===== config.mk =====
export PLATFORM = sky130hd
export DESIGN_NAME = gray_step_arbiter
export DESIGN_NICKNAME = d
export VERILOG_FILES = /design/src/rtl/gray_step_arbiter.sv
export SDC_FILE = /design/constraint.sdc
export NUM_CORES = 1
export LEC_CHECK = 0
export BUFFER_PORTS_ARGS = -buffer_cell sky130_fd_sc_hd__buf_2
export CORE_MARGIN = 1
export CORE_UTILIZATION = 30
export CTS_CLUSTER_SIZE = 25
export DETAILED_ROUTE_END_ITERATION = 12
export GPL_TIMING_DRIVEN = 0
export SETUP_SLACK_MARGIN = 0.05
export SYNTH_ARGS = -nofsm -noshare
export SYNTH_HDL_FRONTEND = slang
export SYNTH_SLANG_ARGS = --single-unit
export TNS_END_PERCENT = 50

===== constraint.sdc =====
create_clock -name clk_i -period 2.2 [get_ports clk_i]
set_input_delay 0.44 -clock clk_i [delete_from_list [all_inputs] [get_ports clk_i]]
set_output_delay 0.44 -clock clk_i [all_outputs]
set_load 0.05 [all_outputs]

===== src/rtl/gray_step_arbiter.sv =====
// Two-requester round-robin step arbiter driving a shared Gray-coded position counter.
// Optional build macro GRAY_ARB_SAT_EN turns the modulo counter into a saturating one.
module gray_step_arbiter #(
    parameter int WIDTH = 4
) (
    input  logic             clk_i,
    input  logic             rst_i,
    input  logic             req0_i,
    input  logic             dir0_i,
    input  logic             req1_i,
    input  logic             dir1_i,
    output logic             ack0_o,
    output logic             ack1_o,
    output logic [WIDTH-1:0] count_o,
    output logic [WIDTH-1:0] bin_o,
    output logic             wrap_o
);

    typedef enum logic [1:0] {IDLE, ACK0, ACK1} state_t;

    state_t             state_q;
    logic               last_q;
    logic [WIDTH-1:0]   bin_q;
    logic [WIDTH-1:0]   count_q;
    logic               ack0_q, ack1_q, wrap_q;

    logic               elig0, elig1, gnt0, gnt1, dir_sel, at_edge;
    logic [WIDTH-1:0]   bin_d;

    // A requester is ignored while its own ack is out: that level is the stale request.
    always_comb begin
        elig0   = req0_i && (state_q != ACK0);
        elig1   = req1_i && (state_q != ACK1);
        gnt0    = elig0 && (!elig1 || last_q);
        gnt1    = elig1 && !gnt0;
        dir_sel = gnt0 ? dir0_i : dir1_i;
        at_edge = dir_sel ? (&bin_q) : ~(|bin_q);
        bin_d   = bin_q;
        if (gnt0 || gnt1) begin
            bin_d = dir_sel ? bin_q + WIDTH'(1) : bin_q - WIDTH'(1);
`ifdef GRAY_ARB_SAT_EN
            if (at_edge) bin_d = bin_q;
`endif
        end
    end

    always_ff @(posedge clk_i) begin
        if (rst_i) begin
            state_q <= IDLE;
            last_q  <= 1'b1;
            bin_q   <= '0;
            count_q <= '0;
            ack0_q  <= 1'b0;
            ack1_q  <= 1'b0;
            wrap_q  <= 1'b0;
        end else begin
            bin_q   <= bin_d;
            count_q <= bin_d ^ (bin_d >> 1);
            ack0_q  <= gnt0;
            ack1_q  <= gnt1;
            wrap_q  <= (gnt0 || gnt1) && at_edge;
            if (gnt0) begin
                state_q <= ACK0;
                last_q  <= 1'b0;
            end else if (gnt1) begin
                state_q <= ACK1;
                last_q  <= 1'b1;
            end else begin
                state_q <= IDLE;
            end
        end
    end

    assign ack0_o  = ack0_q;
    assign ack1_o  = ack1_q;
    assign bin_o   = bin_q;
    assign count_o = count_q;
    assign wrap_o  = wrap_q;

endmodule

==> results of run 1 <==
cell families after synthesis:
family                   share of synthesized area
XOR/XNOR                                     0.108
AND/OR/NAND/NOR                              0.307
AO/OA/AOI/OAI                               0.0964
multiplexers                                0.0531
buffers and inverters                       0.0374
flip-flops                                   0.378
adder cells (fa/ha/maj)                     0.0197
cell type report:
class                   count  area share
multi-input cells          50       0.488
flip-flops and latches     12       0.296
repair buffers             18       0.115
well taps                  27      0.0408
clock buffers               4      0.0317
plain buffers               2      0.0242
inverters                   1     0.00453
cells in the final DEF (no fill, tap or decap), types with 2 or more instances in the layout:
cell type	instances
buf_2	16
buf_4	3
clkbuf_4	3
dfxtp_1	10
mux2i_1	2
nand2_1	4
nor2_1	9
nor2b_4	2
nor3b_1	3
xnor2_1	3
xor2_1	2
final timing paths:
path / endpoint / slack (ns) / cells past startpoint
setup / recovery: count_o[2] / 0.04 / 10
setup reg to reg: count_o[2] / 0.04 / 10
hold reg to reg: last_q / 0.59 / 1
hold / removal: wrap_o / 0.34 / 2
flip-flops by register name, summed over array words and instances, names as in the netlist:
register	flops
state_q	2
wrap_o	1
bin_o	4
count_o	3
last_q	1
ack1_o	1
timing repair:
item | in CTS | in global routing
gates cloned | 0 | 0
pin swaps | 2 | 4
endpoints found under the setup margin | 2 | 3
buffers inserted | 1 | 1
gates resized for setup | 0 | 2
worst max-delay path: stages, from the launching register on:
cell	delay [ns]
dfxtp_4	0.35
nor2b_4	0.14
or3_4	0.37
nand3b_4	0.10
xnor2_2	0.06
ha_2	0.19
nor3b_4	0.15
mux2i_2	0.21
xor2_2	0.26
xnor2_1	0.15
nor2_1	0.06
metal layers:
layer	wire length, um	global-route usage	part of all wire	vias to the layer above
met2	592	0.195	0.48	13
met1	553	0.150	0.45	239
met3	67	0.0566	0.055	2
met4	10	0.0333	0.0082	0
li1	-	-	-	270
met5	0	0	0	-
per-stage QoR:
step / total power, mW / hold slack [ns]
floorplan: 0.672 / 0.516
global placement: 0.748 / 0.560
detailed placement: 0.755 / 0.576
CTS: 0.907 / 0.338
global route: 0.968 / 0.346
finish: 0.903 / 0.341
power by group through the flow:
stage	logic (mW)	registers [mW]	clock network (mW)
final	0.455	0.304	0.144
after global routing	0.497	0.310	0.161
after CTS	0.453	0.304	0.150
after detailed placement	0.446	0.308	0
after global placement	0.442	0.306	0
after floorplan	0.218	0.454	0
==> results by group, run 1 <==
Power
  – Sw frac: 0.450
  – PwrDens: 1090 mW/mm^2
  – Sequential share of power: 0.337
  – Leakage: 0.377 nW
  – Cell Int Power: 0.497 mW
  – Clock network fraction of design power: 0.159
  – Psw: 0.407 mW
  – Max VDD drop: 585 uV
  – Combinational power share: 0.504

Place
  – DP Worst Slack: -0.225 ns
  – DP Wirelength: 891 um
  – Dpl cell area: 779 um^2
  – Port Buf Inserts: 16
  – Placed cell count: 108
  – Placer Congestion: 0.808

Drt
  – Initial DRC Count: 1
  – WL/cell: 10.7 um
  – First-pass iteration count of the detailed router: 2
  – DRC: 0
  – DR vias/cell: 4.60
  – DRT Wirelength: 1220 um
  – Post-route ant nets: 0
  – Via Count: 524

Yosys
  – Yosys cell types: 34
  – Post-synth top cells: 12 x dfxtp_1, 9 x nor2_1, 4 x nand2_1, 4 x nor3b_1, 4 x xnor2_1
  – Area leader, netlist: dfxtp_1
  – Post-synth top area share: 0.378
  – Number of synthesized flops with an enable pin: 0
  – Post-Syn Instances: 65
  – Synth Cell Area: 636 um^2
  – Syn. warnings: 0
  – Ys flop type: dfxtp_1
  – Most frequent cell after synthesis: dfxtp_1
  – Mapped Nets: 72
  – Cells taking the most area after synthesis: dfxtp_1 38%, xnor2_1 5.5%, nor2_1 5.3%, nor3b_1 4.7%, mux2i_1 3.1%
  – Post-synthesis async set-or-reset flop share: 0
  – Synth Register Bits: 12
  – Register area share after synthesis: 0.378
  – Mean Syn Cell Area: 9.78 um^2

Clock tree
  – H-tree levels: 1
  – Clock buffer depth: 2
  – CTS tree: yes
  – Register clock-pin slew on the reported worst setup and hold paths: 0.08 ns
  – TritonCTS Sinks: 12
  – Clk_lat worst skew: 0.28 ns
  – Root buffer cell: clkbuf_4
  – Post-cts hold buffer count: 0
  – CTS Buf Count: 3

Finish
  – Antenna Cells: 0
  – Multi-input logic area: 404 um^2
  – Fillers: 213
  – Post-route insts no fill: 114
  – Post-route cell area: 828 um^2
  – Share of post-route cells with drive strength above 1: 0.448
  – Post-Route Utilization: 0.418
  – Area growth syn-to-layout: 30.3%
  – Final nets: 95
  – Register Area: 245 um^2

Timing
  – Setup violators final: 0
  – Layout Skew: 0.00670 ns
  – Max Clk Rate: 0.463 GHz
  – Tmin final: 2.16 ns
  – Count of pins over their slew limit: 0
  – Setup_tns: 0 ns
  – Setup ws final: 0.0407 ns
  – Worst-Margin Slew: 0.380 ns
  – Final period util: 0.982
  – Slew margin rel.: 0.746
  – Final Hold Viols: 0
  – RSZ-0062 raised after global routing: yes

Setup path
  – CP Capture Type: flop
  – Reg2Reg Launch Point: state_q[0]
  – Crit path launch: state_q[0]
  – Critical Path RT: 2.35 ns
  – Crit Path Max Fanout: 4
  – Critical path arrival: 2.31 ns
  – CP Class: flop to flop
  – Setup crit start kind: flop

Global route
  – Pin count of the biggest net entering global routing: 11
  – Vias in the first global route: 466
  – GRT Util Overall: 0.123
  – Total grt overflow: 0
  – Initial antenna violation count: 0
  – First-pass GRT wire length: 1900 um

Min path
  – Hold_sp: rst_i
  – Worst hold path type: input port to flop

Die
  – Number of I/O pins: 17
  – Die width: 48.0 um
  – Die span in y: 48.0 um
  – Num rows: 16
  – Core footprint: 0.00198 mm^2
  – Initial Util: 0.321
  – Die area: 0.00231 mm^2

Run
  – Maximum capacitance violations: 0

Run status
  – Status: completed
Note: power is estimated with default switching activity, not from simulation.
==> run 2: changes to the inputs <==
--- a/config.mk
+++ b/config.mk
@@ -10,7 +10,6 @@
 export CORE_UTILIZATION = 30
 export CTS_CLUSTER_SIZE = 25
 export DETAILED_ROUTE_END_ITERATION = 12
-export GPL_TIMING_DRIVEN = 0
 export SETUP_SLACK_MARGIN = 0.05
 export SYNTH_ARGS = -nofsm -noshare
 export SYNTH_HDL_FRONTEND = slang
==> results by group, run 2 (synthesis gave the netlist of run 1 again) <==
Finish
  – Post-route cell area: 808 um^2 (-2.4%)
  – Final nets: 94 (-1.1%)
  – Largest register FFs: 4 (unchanged)
  – Area growth syn-to-layout: 27.2%
  – Antenna Cells: 0 (unchanged)
  – Share of post-route cells with drive strength above 1: 0.442 (-0.00642)
  – Most common cell after layout, fill and taps aside: buf_2
  – Commonest cells after routing, fill and taps aside: 16 x buf_2, 11 x dfxtp_1, 9 x nor2_1, 4 x nand2_1

Global route
  – Initial antenna violation count: 0 (unchanged)
  – M2 GR Usage: 0.197 (+0.00270)
  – GRT Util Overall: 0.115 (-0.00780)
  – Total grt overflow: 0 (unchanged)
  – Vias in the first global route: 464 (-0.43%)
  – Most Crowded Layer GR: met2
  – Met1 global-route usage: 0.131 (-0.0184)
  – Pin count of the biggest net entering global routing: 13 (+2)
  – M3 GR Usage: 0.0566 (unchanged)
  – First-pass GRT wire length: 1790 um (-5.4%)

Drt
  – First-pass iteration count of the detailed router: 4 (+2)
  – WL/cell: 10.2 um (-4.6%)
  – DR vias/cell: 4.54 (-1.2%)
  – DRC: 0 (unchanged)
  – Initial DRC Count: 2 (+1)
  – Post-route ant nets: 0 (unchanged)
  – DRT Wirelength: 1160 um (-5.4%)
  – Via Count: 513 (-2.1%)

Timing
  – Slew margin rel.: 0.783 (+0.0362)
  – Setup_tns: 0 ns (unchanged)
  – Tmin final: 2.13 ns (-0.0248 ns)
  – RSZ-0062 raised after global routing: yes
  – Layout Skew: 0.00824 ns (+0.00154 ns)
  – Max Clk Rate: 0.468 GHz (+1.2%)
  – Setup violators final: 0 (unchanged)
  – Final Hold Viols: 0 (unchanged)
  – Final period util: 0.970 (-0.0113)
  – Count of pins over their slew limit: 0 (unchanged)
  – Worst-Margin Slew: 0.326 ns (-0.0537 ns)

Clock tree
  – CTS tree: yes
  – CTS Buf Count: 3 (unchanged)
  – Register clock-pin slew on the reported worst setup and hold paths: 0.08 ns (about the same)
  – Post_cts resized: 0 (unchanged)
  – Setup Fix Bufs, Post-CTS: 0 (-1)
  – Clock buffer depth: 2 (unchanged)
  – TritonCTS Sinks: 12 (unchanged)
  – Clk_lat worst skew: 0.27 ns (about the same)
  – Root buffer cell: clkbuf_4
  – H-tree levels: 1 (unchanged)

Power
  – Max VDD drop: 576 uV (-1.4%)
  – Leakage: 0.364 nW (-3.5%)
  – Sw frac: 0.452 (+0.00156)
  – Sequential share of power: 0.340 (+0.003)
  – Psw: 0.401 mW (-1.5%)
  – Clock network fraction of design power: 0.160 (about the same)
  – PwrDens: 1100 mW/mm^2 (+0.62%)
  – Combinational power share: 0.500 (-0.004)
  – Cell Int Power: 0.486 mW (-2.1%)

Run status
  – Status: completed

Min path
  – Worst hold path type: input port to flop

Place
  – Dpl cell area: 782 um^2 (+0.32%)
  – Port Buf Inserts: 16 (unchanged)
  – Placer Congestion: 0.839 (+3.8%)
  – DP Wirelength: 880 um (-1.3%)

Die
  – Die width: 48.0 um (unchanged)
  – Die span in y: 48.0 um (unchanged)
  – Initial Util: 0.321 (unchanged)
  – Die area: 0.00231 mm^2 (unchanged)
  – Num rows: 16 (unchanged)
  – Core footprint: 0.00198 mm^2 (unchanged)
  – Number of I/O pins: 17 (unchanged)

Setup path
  – Setup crit start kind: flop
  – CP Class: flop to flop
  – Critical Path RT: 2.36 ns (about the same)
  – Crit Path Max Fanout: 4 (unchanged)
  – Critical path arrival: 2.29 ns (-0.02 ns)
  – CP Capture Type: flop

Run
  – Maximum capacitance violations: 0 (unchanged)
-- run 2: cell types whose count changed in the layout (fill, tap and decap cells not counted), sizes merged --
cell / delta
dlymetal6s2s: -1
-- run 2: metrics by stage --
step,hold slack [ns],setup WS [ns],power (mW),utilization,instances
finish,0.486,0.0654,0.887,0.408,113
detailed placement,0.568,-0.106,0.752,0.395,109
CTS,0.487,0.0440,0.896,0.408,113
global placement,0.569,-0.0844,0.747,0.395,109
floorplan,0.516,0.0535,0.672,-,65
global route,0.506,-0.0379,0.944,0.408,113
-- run 2: layout make-up --
type                       instances  area, um^2
fill                             208        1170
multi-input combinational         50         398
sequential                        12         244
timing repair buffer              19         103
tap                               27        33.8
clock buffer                       4        26.3
inverter                           1        3.75
-- run 2: layer usage --
layer	up-vias	wire length (um)
met2	14	547
met1	232	542
met5	-	0
met4	0	8
li1	265	-
met3	2	59
-- run 2: power by group through the flow --
stage               sequential (mW)  clock, mW  combinational, mW
floorplan                     0.454          0              0.218
finish                        0.302      0.142              0.444
global route                  0.308      0.156              0.480
detailed placement            0.306          0              0.446
CTS                           0.303      0.146              0.448
global placement              0.306          0              0.441
-- run 2: worst max-delay path, cell delays in order, from the launching register on --
cell	delay, ns
dfxtp_4	0.35
nor2b_4	0.13
or3_4	0.37
nand3b_4	0.10
xnor2_2	0.06
ha_2	0.18
nor3b_2	0.15
mux2i_2	0.21
xor2_2	0.25
xnor2_1	0.15
nor2_1	0.05
-- run 2: final timing paths --
path,from,end,slack [ns],cells after the start
worst min-delay path,rst_i,count_o[0],0.49,2
worst min register to register,last_q,last_q,0.59,1
worst max register to register,state_q[0],count_o[2],0.07,10
worst max-delay path,state_q[0],count_o[2],0.07,10
-- run 2: what timing repair did --
| item | in CTS | in global routing |
|---|---|---|
| setup endpoints to repair | 2 | 2 |
| hold buffers | 0 | 0 |
| pin swaps | 0 | 1 |
==> run 3: changes to the inputs <==
--- a/config.mk
+++ b/config.mk
@@ -10,6 +10,7 @@
 export CORE_UTILIZATION = 30
 export CTS_CLUSTER_SIZE = 25
 export DETAILED_ROUTE_END_ITERATION = 12
+export RECOVER_POWER = 50
 export SETUP_SLACK_MARGIN = 0.05
 export SYNTH_ARGS = -nofsm -noshare
 export SYNTH_HDL_FRONTEND = slang
==> results by group, run 3 (synthesis gave the netlist of run 1 again) <==
Global route
  – First-pass GRT wire length: 1790 um (unchanged)
  – GRT Util Overall: 0.115 (unchanged)
  – Vias in the first global route: 464 (unchanged)
  – Initial antenna violation count: 0 (unchanged)
  – Total grt overflow: 0 (unchanged)
  – Pin count of the biggest net entering global routing: 13 (unchanged)

Clock tree
  – CTS tree: yes
  – TritonCTS Sinks: 12 (unchanged)
  – Setup Fix Bufs, Post-CTS: 0 (unchanged)
  – Clock buffer depth: 2 (unchanged)
  – H-tree levels: 1 (unchanged)
  – Post_cts resized: 0 (unchanged)
  – Register clock-pin slew on the reported worst setup and hold paths: 0.08 ns (about the same)
  – Root buffer cell: clkbuf_4
  – CTS Buf Count: 3 (unchanged)
  – Clk_lat worst skew: 0.27 ns (about the same)

Timing
  – Setup ws final: 0.0698 ns (+0.00441 ns)
  – Setup violators final: 0 (unchanged)
  – RSZ-0062 raised after global routing: yes
  – Worst-Margin Slew: 0.594 ns (+0.268 ns)
  – Final period util: 0.968 (-0.00201)
  – Tmin final: 2.13 ns (-0.00441 ns)
  – Slew margin rel.: 0.606 (-0.177)
  – Final Hold Viols: 0 (unchanged)
  – Layout Skew: 0.00851 ns (+0.000276 ns)
  – Count of pins over their slew limit: 0 (unchanged)
  – Max Clk Rate: 0.469 GHz (+0.21%)

Finish
  – Largest register FFs: 4 (unchanged)
  – Antenna Cells: 0 (unchanged)
  – Post-Route Utilization: 0.405 (-0.00316)
  – Post-route cell area: 802 um^2 (-0.77%)
  – Area growth syn-to-layout: 26.2%
  – Share of post-route cells with drive strength above 1: 0.384 (-0.0581)
  – Final nets: 94 (unchanged)
  – Commonest cells after routing, fill and taps aside: 11 x dfxtp_1, 11 x buf_2, 9 x nor2_1, 6 x clkbuf_1, 4 x nand2_1

Min path
  – Worst hold path type: input port to flop
  – Hold_sp: rst_i

Die
  – Die span in y: 48.0 um (unchanged)
  – Core footprint: 0.00198 mm^2 (unchanged)
  – Die area: 0.00231 mm^2 (unchanged)
  – Initial Util: 0.321 (unchanged)
  – Num rows: 16 (unchanged)
  – Number of I/O pins: 17 (unchanged)
  – Die width: 48.0 um (unchanged)

Setup path
  – Reg2Reg Launch Point: state_q[0]
  – Crit Path Max Fanout: 4 (unchanged)
  – Critical path arrival: 2.29 ns (about the same)
  – Crit path launch: state_q[0]
  – Critical Path RT: 2.36 ns (about the same)
  – Setup crit start kind: flop
  – CP Class: flop to flop
  – CP Capture Type: flop

Drt
  – First-pass iteration count of the detailed router: 4 (unchanged)
  – Post-route ant nets: 0 (unchanged)
  – DR vias/cell: 4.55 (+0.19%)
  – DRT Wirelength: 1160 um (unchanged)
  – Initial DRC Count: 2 (unchanged)
  – DRC: 0 (unchanged)
  – WL/cell: 10.2 um (unchanged)
  – Via Count: 514 (+0.19%)

Power
  – PwrDens: 1100 mW/mm^2 (about the same)
  – Pwr Total: 0.881 mW (-0.69%)
  – Max VDD drop: 575 uV (-0.19%)
  – Leakage: 0.345 nW (-5.2%)

Place
  – Placer Congestion: 0.839 (unchanged)
  – DP Wirelength: 880 um (unchanged)
  – Dpl cell area: 782 um^2 (unchanged)
  – Port Buf Inserts: 16 (unchanged)
  – DP Worst Slack: -0.106 ns (unchanged)

Run
  – Maximum capacitance violations: 0 (unchanged)

Run status
  – Status: completed
==> run 3: cell count changes in the layout (fill, tap and decap cells not counted), sizes merged <==
cell / before / now
buf: 19 / 14
clkbuf: 4 / 9
==> run 3: area by class of cell <==
| type | count | area (um^2) |
|---|---|---|
| clock buffer | 4 | 26.3 |
| fill | 213 | 1180 |
| inverter | 1 | 3.75 |
| multi-input combinational | 50 | 398 |
| sequential | 12 | 244 |
| tap | 27 | 33.8 |
| timing repair buffer | 19 | 96.3 |
==> run 3: what timing repair did <==
| item | CTS | global route |
|---|---|---|
| pin swaps | 0 | 1 |
| hold buffers | 0 | 0 |
| setup endpoints to repair | 2 | 2 |
==> run 3: final timing paths <==
path	end	slack, ns	depth (start not counted)
worst min-delay path	count_o[0]	0.49	2
worst max-delay path	count_o[2]	0.07	10
worst min register to register	last_q	0.59	1
worst max register to register	count_o[2]	0.07	10
==> run 3: routing by layer <==
layer | track usage | part of all wire | vias to the layer above
met1 | 0.131 | 0.47 | 233
met4 | 0.0167 | 0.0069 | 0
met5 | 0 | 0 | -
met2 | 0.197 | 0.47 | 14
met3 | 0.0566 | 0.049 | 2
li1 | - | - | 265
==> run 3: worst max-delay path, cell delays in order (launching register included) <==
cell      delay [ns]
dfxtp_4         0.35
nor2b_4         0.13
or3_4           0.37
nand3b_4        0.10
xnor2_2         0.06
ha_2            0.18
nor3b_2         0.15
mux2i_2         0.21
xor2_2          0.25
xnor2_1         0.15
nor2_1          0.05
==> run 3: power by group <==
group	switching, mW	internal [mW]	total, mW
Clock	0.0715	0.0702	0.142
Combinational	0.290	0.146	0.437
Sequential	0.0389	0.264	0.302
Total	0.401	0.480	0.881
==> run 3: stage by stage <==
stage / instances / setup TNS, ns / hold WS [ns]
after floorplan: 65 / 0 / 0.516
after global placement: 109 / -0.163 / 0.569
after detailed placement: 109 / -0.209 / 0.568
after CTS: 113 / 0 / 0.487
after global routing: 113 / -0.0690 / 0.506
final: 113 / 0 / 0.485
